--- config.mk ---
export PLATFORM = sky130hd
export DESIGN_NAME = uart_rx_sampler
export DESIGN_NICKNAME = d
export VERILOG_FILES = /design/src/rtl/uart_rx_pkg.sv /design/src/rtl/uart_rx_sampler_edge_bit_counter.sv /design/src/rtl/uart_rx_sampler.sv
export SDC_FILE = /design/constraint.sdc
export NUM_CORES = 1
export LEC_CHECK = 0
export ABC_AREA = 1
export BUFFER_PORTS_ARGS = -buffer_cell sky130_fd_sc_hd__buf_2
export CAP_MARGIN = 15
export CORE_ASPECT_RATIO = 0.8
export CORE_UTILIZATION = 50
export CTS_CLUSTER_DIAMETER = 30
export CTS_CLUSTER_SIZE = 8
export DETAILED_ROUTE_END_ITERATION = 7
export PLACE_DENSITY = 0.7
export SLEW_MARGIN = 20
export SYNTH_ARGS = -nofsm -noshare
export SYNTH_HDL_FRONTEND = slang
export SYNTH_SLANG_ARGS = --single-unit
--- constraint.sdc ---
create_clock -name clk -period 2.6 [get_ports clk]
set_clock_uncertainty 0.15 [all_clocks]
set_input_delay 0.65 -clock clk [delete_from_list [all_inputs] [get_ports clk]]
set_output_delay 0.65 -clock clk [all_outputs]
set_load 0.01 [all_outputs]
--- src/rtl/uart_rx_pkg.sv ---
// Shared constants and helpers for the UART receive path.
package uart_rx_pkg;

    // Default counter widths.
    localparam int unsigned DEFAULT_PRESCALE_W = 6;
    localparam int unsigned DEFAULT_BIT_CNT_W  = 4;

    // Oversampling ratios.
    localparam int unsigned MIN_PRESCALE = 8;
    localparam int unsigned PRESCALE_X8  = 8;
    localparam int unsigned PRESCALE_X16 = 16;
    localparam int unsigned PRESCALE_X32 = 32;

    // Frame lengths in bits, start and stop included; shared with the RX FSM.
    localparam int unsigned FRAME_BITS_PAR   = 11;
    localparam int unsigned FRAME_BITS_NOPAR = 10;

    // Two-out-of-three majority vote.
    function automatic logic maj3(input logic a, input logic b, input logic c);
        return (a & b) | (a & c) | (b & c);
    endfunction

endpackage

--- src/rtl/uart_rx_sampler_edge_bit_counter.sv ---
// Oversampling edge counter, bit counter and the latched prescale.
module edge_bit_counter
    import uart_rx_pkg::*;
#(
    parameter int unsigned PRESCALE_W = DEFAULT_PRESCALE_W,
    parameter int unsigned BIT_CNT_W  = DEFAULT_BIT_CNT_W
) (
    input  logic                  clk,
    input  logic                  reset,
    input  logic                  enable,
    input  logic [PRESCALE_W-1:0] prescale,
    output logic [PRESCALE_W-1:0] period,
    output logic [PRESCALE_W-1:0] edge_cnt,
    output logic [BIT_CNT_W-1:0]  bit_cnt,
    output logic                  bit_done
);

    localparam logic [PRESCALE_W-1:0] P_ONE = PRESCALE_W'(1);
    localparam logic [PRESCALE_W-1:0] P_MIN = PRESCALE_W'(MIN_PRESCALE);
    localparam logic [BIT_CNT_W-1:0]  B_ONE = BIT_CNT_W'(1);

    logic [PRESCALE_W-1:0] p_load;
    logic                  last_edge;

    // Sanitize the requested ratio: clamp to the minimum and force it even.
    always_comb begin
        p_load = {prescale[PRESCALE_W-1:1], 1'b0};
        if (prescale < P_MIN) begin
            p_load = P_MIN;
        end
    end

    assign last_edge = (edge_cnt == (period - P_ONE));

    // End-of-bit flag, only meaningful while the counters run.
    assign bit_done = enable & last_edge;

    // Prescale tracks the input while idle; counters run only while enabled.
    always_ff @(posedge clk) begin
        if (reset) begin
            period   <= P_MIN;
            edge_cnt <= '0;
            bit_cnt  <= '0;
        end else if (!enable) begin
            period   <= p_load;
            edge_cnt <= '0;
            bit_cnt  <= '0;
        end else if (last_edge) begin
            edge_cnt <= '0;
            bit_cnt  <= bit_cnt + B_ONE;
        end else begin
            edge_cnt <= edge_cnt + P_ONE;
        end
    end

endmodule

--- src/rtl/uart_rx_sampler.sv ---
// UART RX oversampling front end: three mid-bit samples and a majority vote.
module uart_rx_sampler
    import uart_rx_pkg::*;
#(
    parameter int unsigned PRESCALE_W = DEFAULT_PRESCALE_W,
    parameter int unsigned BIT_CNT_W  = DEFAULT_BIT_CNT_W
) (
    input  logic                  clk,
    input  logic                  reset,
    input  logic                  RX_IN,
    input  logic [PRESCALE_W-1:0] Prescale,
    input  logic                  enable,
    output logic                  sampled_bit,
    output logic                  sample_valid,
    output logic [PRESCALE_W-1:0] edge_cnt,
    output logic [BIT_CNT_W-1:0]  bit_cnt,
    output logic                  bit_done
);

    localparam logic [PRESCALE_W-1:0] P_ONE = PRESCALE_W'(1);

    logic [PRESCALE_W-1:0] period;
    logic [PRESCALE_W-1:0] half;
    logic                  s0;
    logic                  s1;

    edge_bit_counter #(
        .PRESCALE_W (PRESCALE_W),
        .BIT_CNT_W  (BIT_CNT_W)
    ) u_edge_bit_counter (
        .clk      (clk),
        .reset    (reset),
        .enable   (enable),
        .prescale (Prescale),
        .period   (period),
        .edge_cnt (edge_cnt),
        .bit_cnt  (bit_cnt),
        .bit_done (bit_done)
    );

    // Mid-bit reference point; the latched period is always even.
    assign half = period >> 1;

    // Capture samples at H-1 and H, vote with the live line at H+1.
    always_ff @(posedge clk) begin
        if (reset) begin
            s0           <= 1'b1;
            s1           <= 1'b1;
            sampled_bit  <= 1'b1;
            sample_valid <= 1'b0;
        end else begin
            sample_valid <= 1'b0;
            if (enable) begin
                if (edge_cnt == (half - P_ONE)) begin
                    s0 <= RX_IN;
                end
                if (edge_cnt == half) begin
                    s1 <= RX_IN;
                end
                if (edge_cnt == (half + P_ONE)) begin
                    sampled_bit  <= maj3(s0, s1, RX_IN);
                    sample_valid <= 1'b1;
                end
            end
        end
    end

endmodule

==> flow_metrics.env, run 1 <==
export IMPL_status="complete, no violations"
export IMPL_place_ws_ns=0.233
export IMPL_fmax_ghz=0.405
export IMPL_grt_use_total=0.240
export IMPL_cpLargestDelayFamily="simple AND/OR/NAND/NOR gates"
export IMPL_clk_path_buf_depth=2
export IMPL_cts_buffers_inserted=3
export IMPL_synth_seq_area_share=0.293
export IMPL_antenna_cells=0
export IMPL_hold_viol=0
export IMPL_overflow=0
export IMPL_met3WireLength_um=129
export IMPL_worstMarginPinSlew_ns=0.313
export IMPL_ys_types=24
export IMPL_area_growth_pct=17.2
export IMPL_path_clk_slew_ns=0.11
export IMPL_synth_seq_cells=19
export IMPL_first_global_vias=1093
export IMPL_rows=16
export IMPL_r2r_start="u_edge_bit_counter.period[1]"
export IMPL_endpoint_kind="output pin"
export IMPL_critPathMostFrequentCell="nand2_1"
export IMPL_syn_nets=212
export IMPL_path_cells="inv_4 -> ha_4 -> nand2_1 -> nand2_1 -> nor2_2 -> nand2_2 -> nor2_4 -> nand3_4 -> nor2_1 -> buf_2"
export IMPL_dr_pass1_iters=4
export IMPL_grt_antenna_before_repair=0
export IMPL_period_share=0.950
export IMPL_cts_tree="built"
export IMPL_core_mm2=0.00246
export IMPL_min_from="s0"
export IMPL_finalCriticalPeriod_ns=2.47
export IMPL_hpwl_um=2350
export IMPL_initial_core_util=0.527
export IMPL_port_buffer_count=21
export IMPL_cts_root_buffer="clkbuf_4"
export IMPL_leakagePower_uw=0.000769
export IMPL_wirelength_um=3020
export IMPL_start_kind="flip-flop"
export IMPL_drv_slew=0
export IMPL_die_w_um=59.0
export IMPL_path_max_fanout=5
export IMPL_wl_per_cell_um=11.5
export IMPL_yosysWarnings=0
export IMPL_max_slew_margin=0.791
export IMPL_gp_congestion=0.908
export IMPL_max_cap_viol_count=0
export IMPL_ant_nets=0
export IMPL_reg2reg_to="u_edge_bit_counter.edge_cnt[0]"
export IMPL_synth_area_per_cell_um2=6.56
export IMPL_drt_iter0_markers=106
export IMPL_hold_depth=2
export IMPL_crit_type="flip-flop to output pin"
export IMPL_drt_vias_per_instance=5.05
export IMPL_highest_layer="met4"
export IMPL_final_nets=241
export IMPL_wl_met1_um=1470
export IMPL_grt_pass1_wl_um=4930
export IMPL_finalSetupViolCount=0
export IMPL_wl_met2_um=1380
export IMPL_dieHeight_um=47.6
export IMPL_dieArea_mm2=0.00281
export IMPL_htree_levels=1
export IMPL_r2r_setup_slack_ns=0.86
export IMPL_ios=23
export IMPL_required_ns=1.80
export IMPL_grt_max_degree=11
export IMPL_synth_area_mm2=0.00130
export IMPL_max_vdd_ir_drop_uv=208
export IMPL_critical_path_max_stage_delay_ns=0.37
export IMPL_setup_slack_ns=0.129
export IMPL_cts_hold_buffers=0
export IMPL_drive_above_1_share=0.239
export IMPL_postSynthCellCount=198
export IMPL_arrival_ns=1.67
export IMPL_numClockSinks=19
export IMPL_vias=1323
export IMPL_min_delay_path_class="flip-flop to flip-flop"
export IMPL_worst_path_max_delay_cell="dfxtp_2"
export IMPL_worst_hold_path_endpoint="s0"
export IMPL_worst_path_buf_inv=2
export IMPL_drc=0
export IMPL_powerDensity_mw_per_mm2=385
export IMPL_reg2regPathDepth=11
export IMPL_clk_latency_ns=0.30
export IMPL_fin_util=0.618
==> logic make-up after synthesis <==
group	share of synthesized area
xor gates and xnor gates	0.0742
adders and majority gates	0.0462
buffers and inverters	0.105
AOI/OAI and AO/OA	0.0414
DFF	0.293
and+or+nand+nor	0.440
==> registers in the layout, summed over array words and instances (netlist names) <==
| name | flops |
|---|---|
| s0 | 1 |
| s1 | 1 |
| sample_valid | 1 |
| sampled_bit | 1 |
| u_edge_bit_counter.bit_cnt | 4 |
| u_edge_bit_counter.edge_cnt | 6 |
| u_edge_bit_counter.period | 5 |
==> report_power, final <==
part	switching, µW	internal, µW	leakage, µW	total, µW
clock network	93.0	59.8	0.0000150	153
logic	78.2	45.2	0.000599	123
registers	11.2	298	0.000156	310
total	182	403	0.000769	586
==> metrics by stage <==
stage / instance area (µm²) / std cells / total power, µW / TNS, ns / hold slack [ns]
2_1_floorplan: 1300 / 198 / 398 / 0 / 0.283
3_3_place_gp: 1460 / 257 / 427 / 0 / 0.300
3_5_place_dp: 1460 / 257 / 430 / 0 / 0.312
4_1_cts: 1510 / 262 / 588 / 0 / 0.337
5_1_grt: 1520 / 262 / 619 / -0.0159 / 0.351
6_report: 1520 / 262 / 586 / 0 / 0.330
==> worst max path at each step <==
stage | endpoint | slack (ns) | startpoint | cells after the start
6_report | bit_done | 0.13 | u_edge_bit_counter.period[1] | 10
5_1_grt | bit_done | -0.02 | u_edge_bit_counter.period[1] | 10
4_1_cts | bit_done | 0.05 | u_edge_bit_counter.period[2] | 10
3_5_place_dp | bit_done | 0.23 | u_edge_bit_counter.period[2] | 10
3_3_place_gp | bit_done | 0.27 | u_edge_bit_counter.period[2] | 10
2_1_floorplan | bit_done | 0.25 | u_edge_bit_counter.period[1] | 9
==> layer usage <==
layer | up-vias | global-route usage
li1 | 687 | -
met1 | 605 | 0.344
met2 | 27 | 0.380
met3 | 4 | 0.0486
met4 | 0 | 0.0429
met5 | - | 0
==> layout by cell type (no fill, tap or decap) <==
cell type  netlist  layout
ha_1             4       3
dfxtp_1         19      17
nor2_4           1       1
buf_4            0       5
nand4_1          9       9
inv_2            3       2
buf_2            1      21
xor2_1           8       8
nand2_4          2       2
ha_4             0       1
xnor2_1          3       3
inv_4            0       2
maj3_1           1       1
or2_2            1       1
dfxtp_2          0       1
nor2_2           3       4
dfxtp_4          0       1
clkbuf_4         0       3
a21oi_1          3       3
nand3_1         21      21
nand2_1         50      48
nor3_1           1       1
nor3_2           2       2
clkbuf_1         0       1
o21ai_0          4       4
nand2_2          5       7
nand3_4          1       1
nor2_1          24      23
inv_1           28      27
o22ai_1          3       3
==> worst reg2reg max path: stages, from the launching register on <==
cell and delay, ns:
dfxtp_2 0.37, inv_4 0.05, ha_4 0.24, nand2_1 0.06, nand2_1 0.07, nor2_2 0.11, nand2_2 0.07, nor2_4 0.11
nand3_4 0.08, buf_4 0.16, nand2_4 0.10, nor2_1 0.05
==> repair_timing <==
action / CTS / global route
endpoints found under the hold margin: 0 / 0
endpoints found under the setup margin: 1 / 1
buffers inserted: 1 / 0
pin swaps: 1 / 0
resized for setup: 2 / 8
==> final cells by class <==
class                           count  area (µm²)
Tap cell                           36        45.0
Inverter                           31         121
Clock buffer                        4        26.3
Fill cell                         252         940
Multi-Input combinational cell    146         802
Timing Repair Buffer               26         143
Sequential cell                    19         385
==> synth_stat cells <==
library cell   n  area, µm²
nand4_1        9       56.3
nand2_1       50        188
o22ai_1        3       18.8
nand2_4        2       22.5
inv_1         28        105
xor2_1         8       70.1
or2_2          1       6.26
nor2_4         1       11.3
buf_8          1       15.0
nor2_1        24       90.1
nor3_1         1       5.00
inv_2          3       11.3
xnor2_1        3       26.3
nand2_2        5       31.3
buf_2          1       5.00
a21oi_1        3       15.0
o21ai_0        4       20.0
nor3_2         2       20.0
nand3_1       21        105
ha_1           4       50.1
dfxtp_1       19        380
nand3_4        1       17.5
nor2_2         3       18.8
maj3_1         1       10.0
(Power assumes the default switching activity.)
==> inputs of run 2 (changes only) <==
- CORE_ASPECT_RATIO: 0.8 -> 1.75
- CORE_MARGIN: default -> 4
==> flow_metrics.env, run 2 (synthesis gave the netlist of run 1 again) <==
export IMPL_status="complete, no violations"
export IMPL_wirelength_um=3170
export IMPL_dieHeight_um=75.4
export IMPL_path_cells="inv_2 -> ha_4 -> inv_1 -> nand2_1 -> nand3_1 -> nand2_1 -> nor2_4 -> nand3_4 -> nor2_1 -> buf_2"
export IMPL_regMostFlops="u_edge_bit_counter.edge_cnt"
export IMPL_grt_antenna_before_repair=0
export IMPL_path_max_fanout=5
export IMPL_vias=1332
export IMPL_numClockSinks=19
export IMPL_clk_latency_ns=0.26
export IMPL_p_int_uw=449
export IMPL_grt_use_total=0.197
export IMPL_fmax_ghz=0.407
export IMPL_p_sw_frac=0.301
export IMPL_cpLargestDelayFamily="simple AND/OR/NAND/NOR gates"
export IMPL_finalCriticalPeriod_ns=2.46
export IMPL_cts_tree="built"
export IMPL_rows=24
export IMPL_max_vdd_ir_drop_uv=392
export IMPL_drt_iter0_markers=43
export IMPL_final_nets=241
export IMPL_cts_buffers_inserted=3
export IMPL_port_buffer_count=21
export IMPL_max_cap_viol_count=0
export IMPL_htree_levels=1
export IMPL_fin_setup_tns_ns=0
export IMPL_pwr_share_comb=0.186
export IMPL_seqPwrFrac=0.482
export IMPL_crit_type="flip-flop to output pin"
export IMPL_min_delay_path_class="flip-flop to flip-flop"
export IMPL_holdWs_ns=0.324
export IMPL_antenna_cells=0
export IMPL_fin_area_mm2=0.00152
export IMPL_critical_path_max_stage_delay_ns=0.37
export IMPL_start_kind="flip-flop"
export IMPL_ios=23
export IMPL_endpoint_kind="output pin"
export IMPL_drive_above_1_share=0.230
export IMPL_path_clk_slew_ns=0.08
export IMPL_ant_nets=0
export IMPL_power_share_clock=0.331
export IMPL_drc=0
export IMPL_worst_path_max_delay_cell="dfxtp_2"
export IMPL_overflow=0
export IMPL_worstMarginPinSlew_ns=0.333
export IMPL_hold_viol=0
export IMPL_core_mm2=0.00249
export IMPL_total_power_uw=643
export IMPL_top_regs="u_edge_bit_counter.edge_cnt: 6 flops, u_edge_bit_counter.period: 5 flops, u_edge_bit_counter.bit_cnt: 4 flops"
export IMPL_drv_slew=0
export IMPL_placed_cell_area_mm2=0.00144
export IMPL_cts_root_buffer="clkbuf_8"
export IMPL_drt_vias_per_instance=5.29
export IMPL_required_ns=1.80
export IMPL_gp_congestion=0.958
export IMPL_final_cell_mix="nand2_1, inv_1, nor2_1, nand3_1, buf_2"
export IMPL_max_slew_margin=0.778
export IMPL_dr_pass1_iters=6
export IMPL_hpwl_um=2460
export IMPL_die_w_um=46.5
export IMPL_final_common_cell="nand2_1"
export IMPL_period_share=0.944
export IMPL_grt_pass1_wl_um=5160
export IMPL_leakagePower_uw=0.000778
export IMPL_critPathMostFrequentCell="nand2_1"
export IMPL_arrival_ns=1.66
export IMPL_power_switching_uw=194
export IMPL_first_global_vias=1265
export IMPL_fin_util=0.610
export IMPL_wl_per_cell_um=12.6
export IMPL_worst_path_buf_inv=3
export IMPL_largest_reg_flops=6
export IMPL_area_growth_pct=17.1
export IMPL_powerDensity_mw_per_mm2=423
export IMPL_finalSetupViolCount=0
export IMPL_grt_max_degree=12
export IMPL_dieArea_mm2=0.00351
export IMPL_initial_core_util=0.521
export IMPL_r2r_setup_slack_ns=0.82
export IMPL_rsz0062_at_grt="no"
export IMPL_clk_path_buf_depth=2
[run 2: cell count changes in the layout (fill, tap and decap cells not counted), moves of 2 or more]
cell      before  now
nand2_2        7    5
nand2_1       48   50
clkbuf_8       0    3
clkbuf_4       3    0
[run 2: routing by layer]
metal / GRT usage / vias up / wire, µm / part of all wire
met5: 0 / - / 0 / 0
met1: 0.211 / 605 / 1260 / 0.40
li1: - / 681 / - / -
met4: 0.111 / 0 / 117 / 0.037
met3: 0.0260 / 10 / 83 / 0.026
met2: 0.354 / 36 / 1710 / 0.54
[run 2: stage by stage]
stage,worst slack [ns],std cells
3_5_place_dp,0.141,246
4_1_cts,0.0981,251
5_1_grt,0.0116,252
2_1_floorplan,0.249,198
6_report,0.145,252
3_3_place_gp,0.210,246
[run 2: timing repair]
| action | in CTS | in global routing |
|---|---|---|
| gates resized for setup | 4 | 2 |
| endpoints found under the setup margin | 1 | 1 |
| buffers inserted | 1 | 1 |
| hold buffers | 0 | 0 |
| pin swaps | 1 | 0 |
[run 2: layout make-up]
type | instances | area, µm²
Timing Repair Buffer | 26 | 143
Inverter | 31 | 119
Fill cell | 261 | 972
Sequential cell | 19 | 385
Tap cell | 26 | 32.5
Clock inverter | 1 | 5.00
Clock buffer | 3 | 41.3
Multi-Input combinational cell | 146 | 795
[run 2: path summary, 6_finish.rpt]
kind | from | end | cells past startpoint
setup reg to reg | u_edge_bit_counter.period[1] | sampled_bit | 12
hold / removal | s0 | s0 | 2
setup / recovery | u_edge_bit_counter.period[2] | bit_done | 10
hold reg to reg | s0 | s0 | 2
[run 2: power groups by stage]
stage / sequential, µW / combinational [µW] / clock [µW]
floorplan: 313 / 85.1 / 0
global placement: 316 / 109 / 0
detailed placement: 317 / 112 / 0
CTS: 310 / 117 / 216
global route: 311 / 135 / 229
finish: 310 / 120 / 213
[run 2: tightest hold or removal path: cells and delay by family (launching register included)]
kind | cells | cell delay [ns]
DFF | 1 | 0.34
and+or+nand+nor | 2 | 0.11
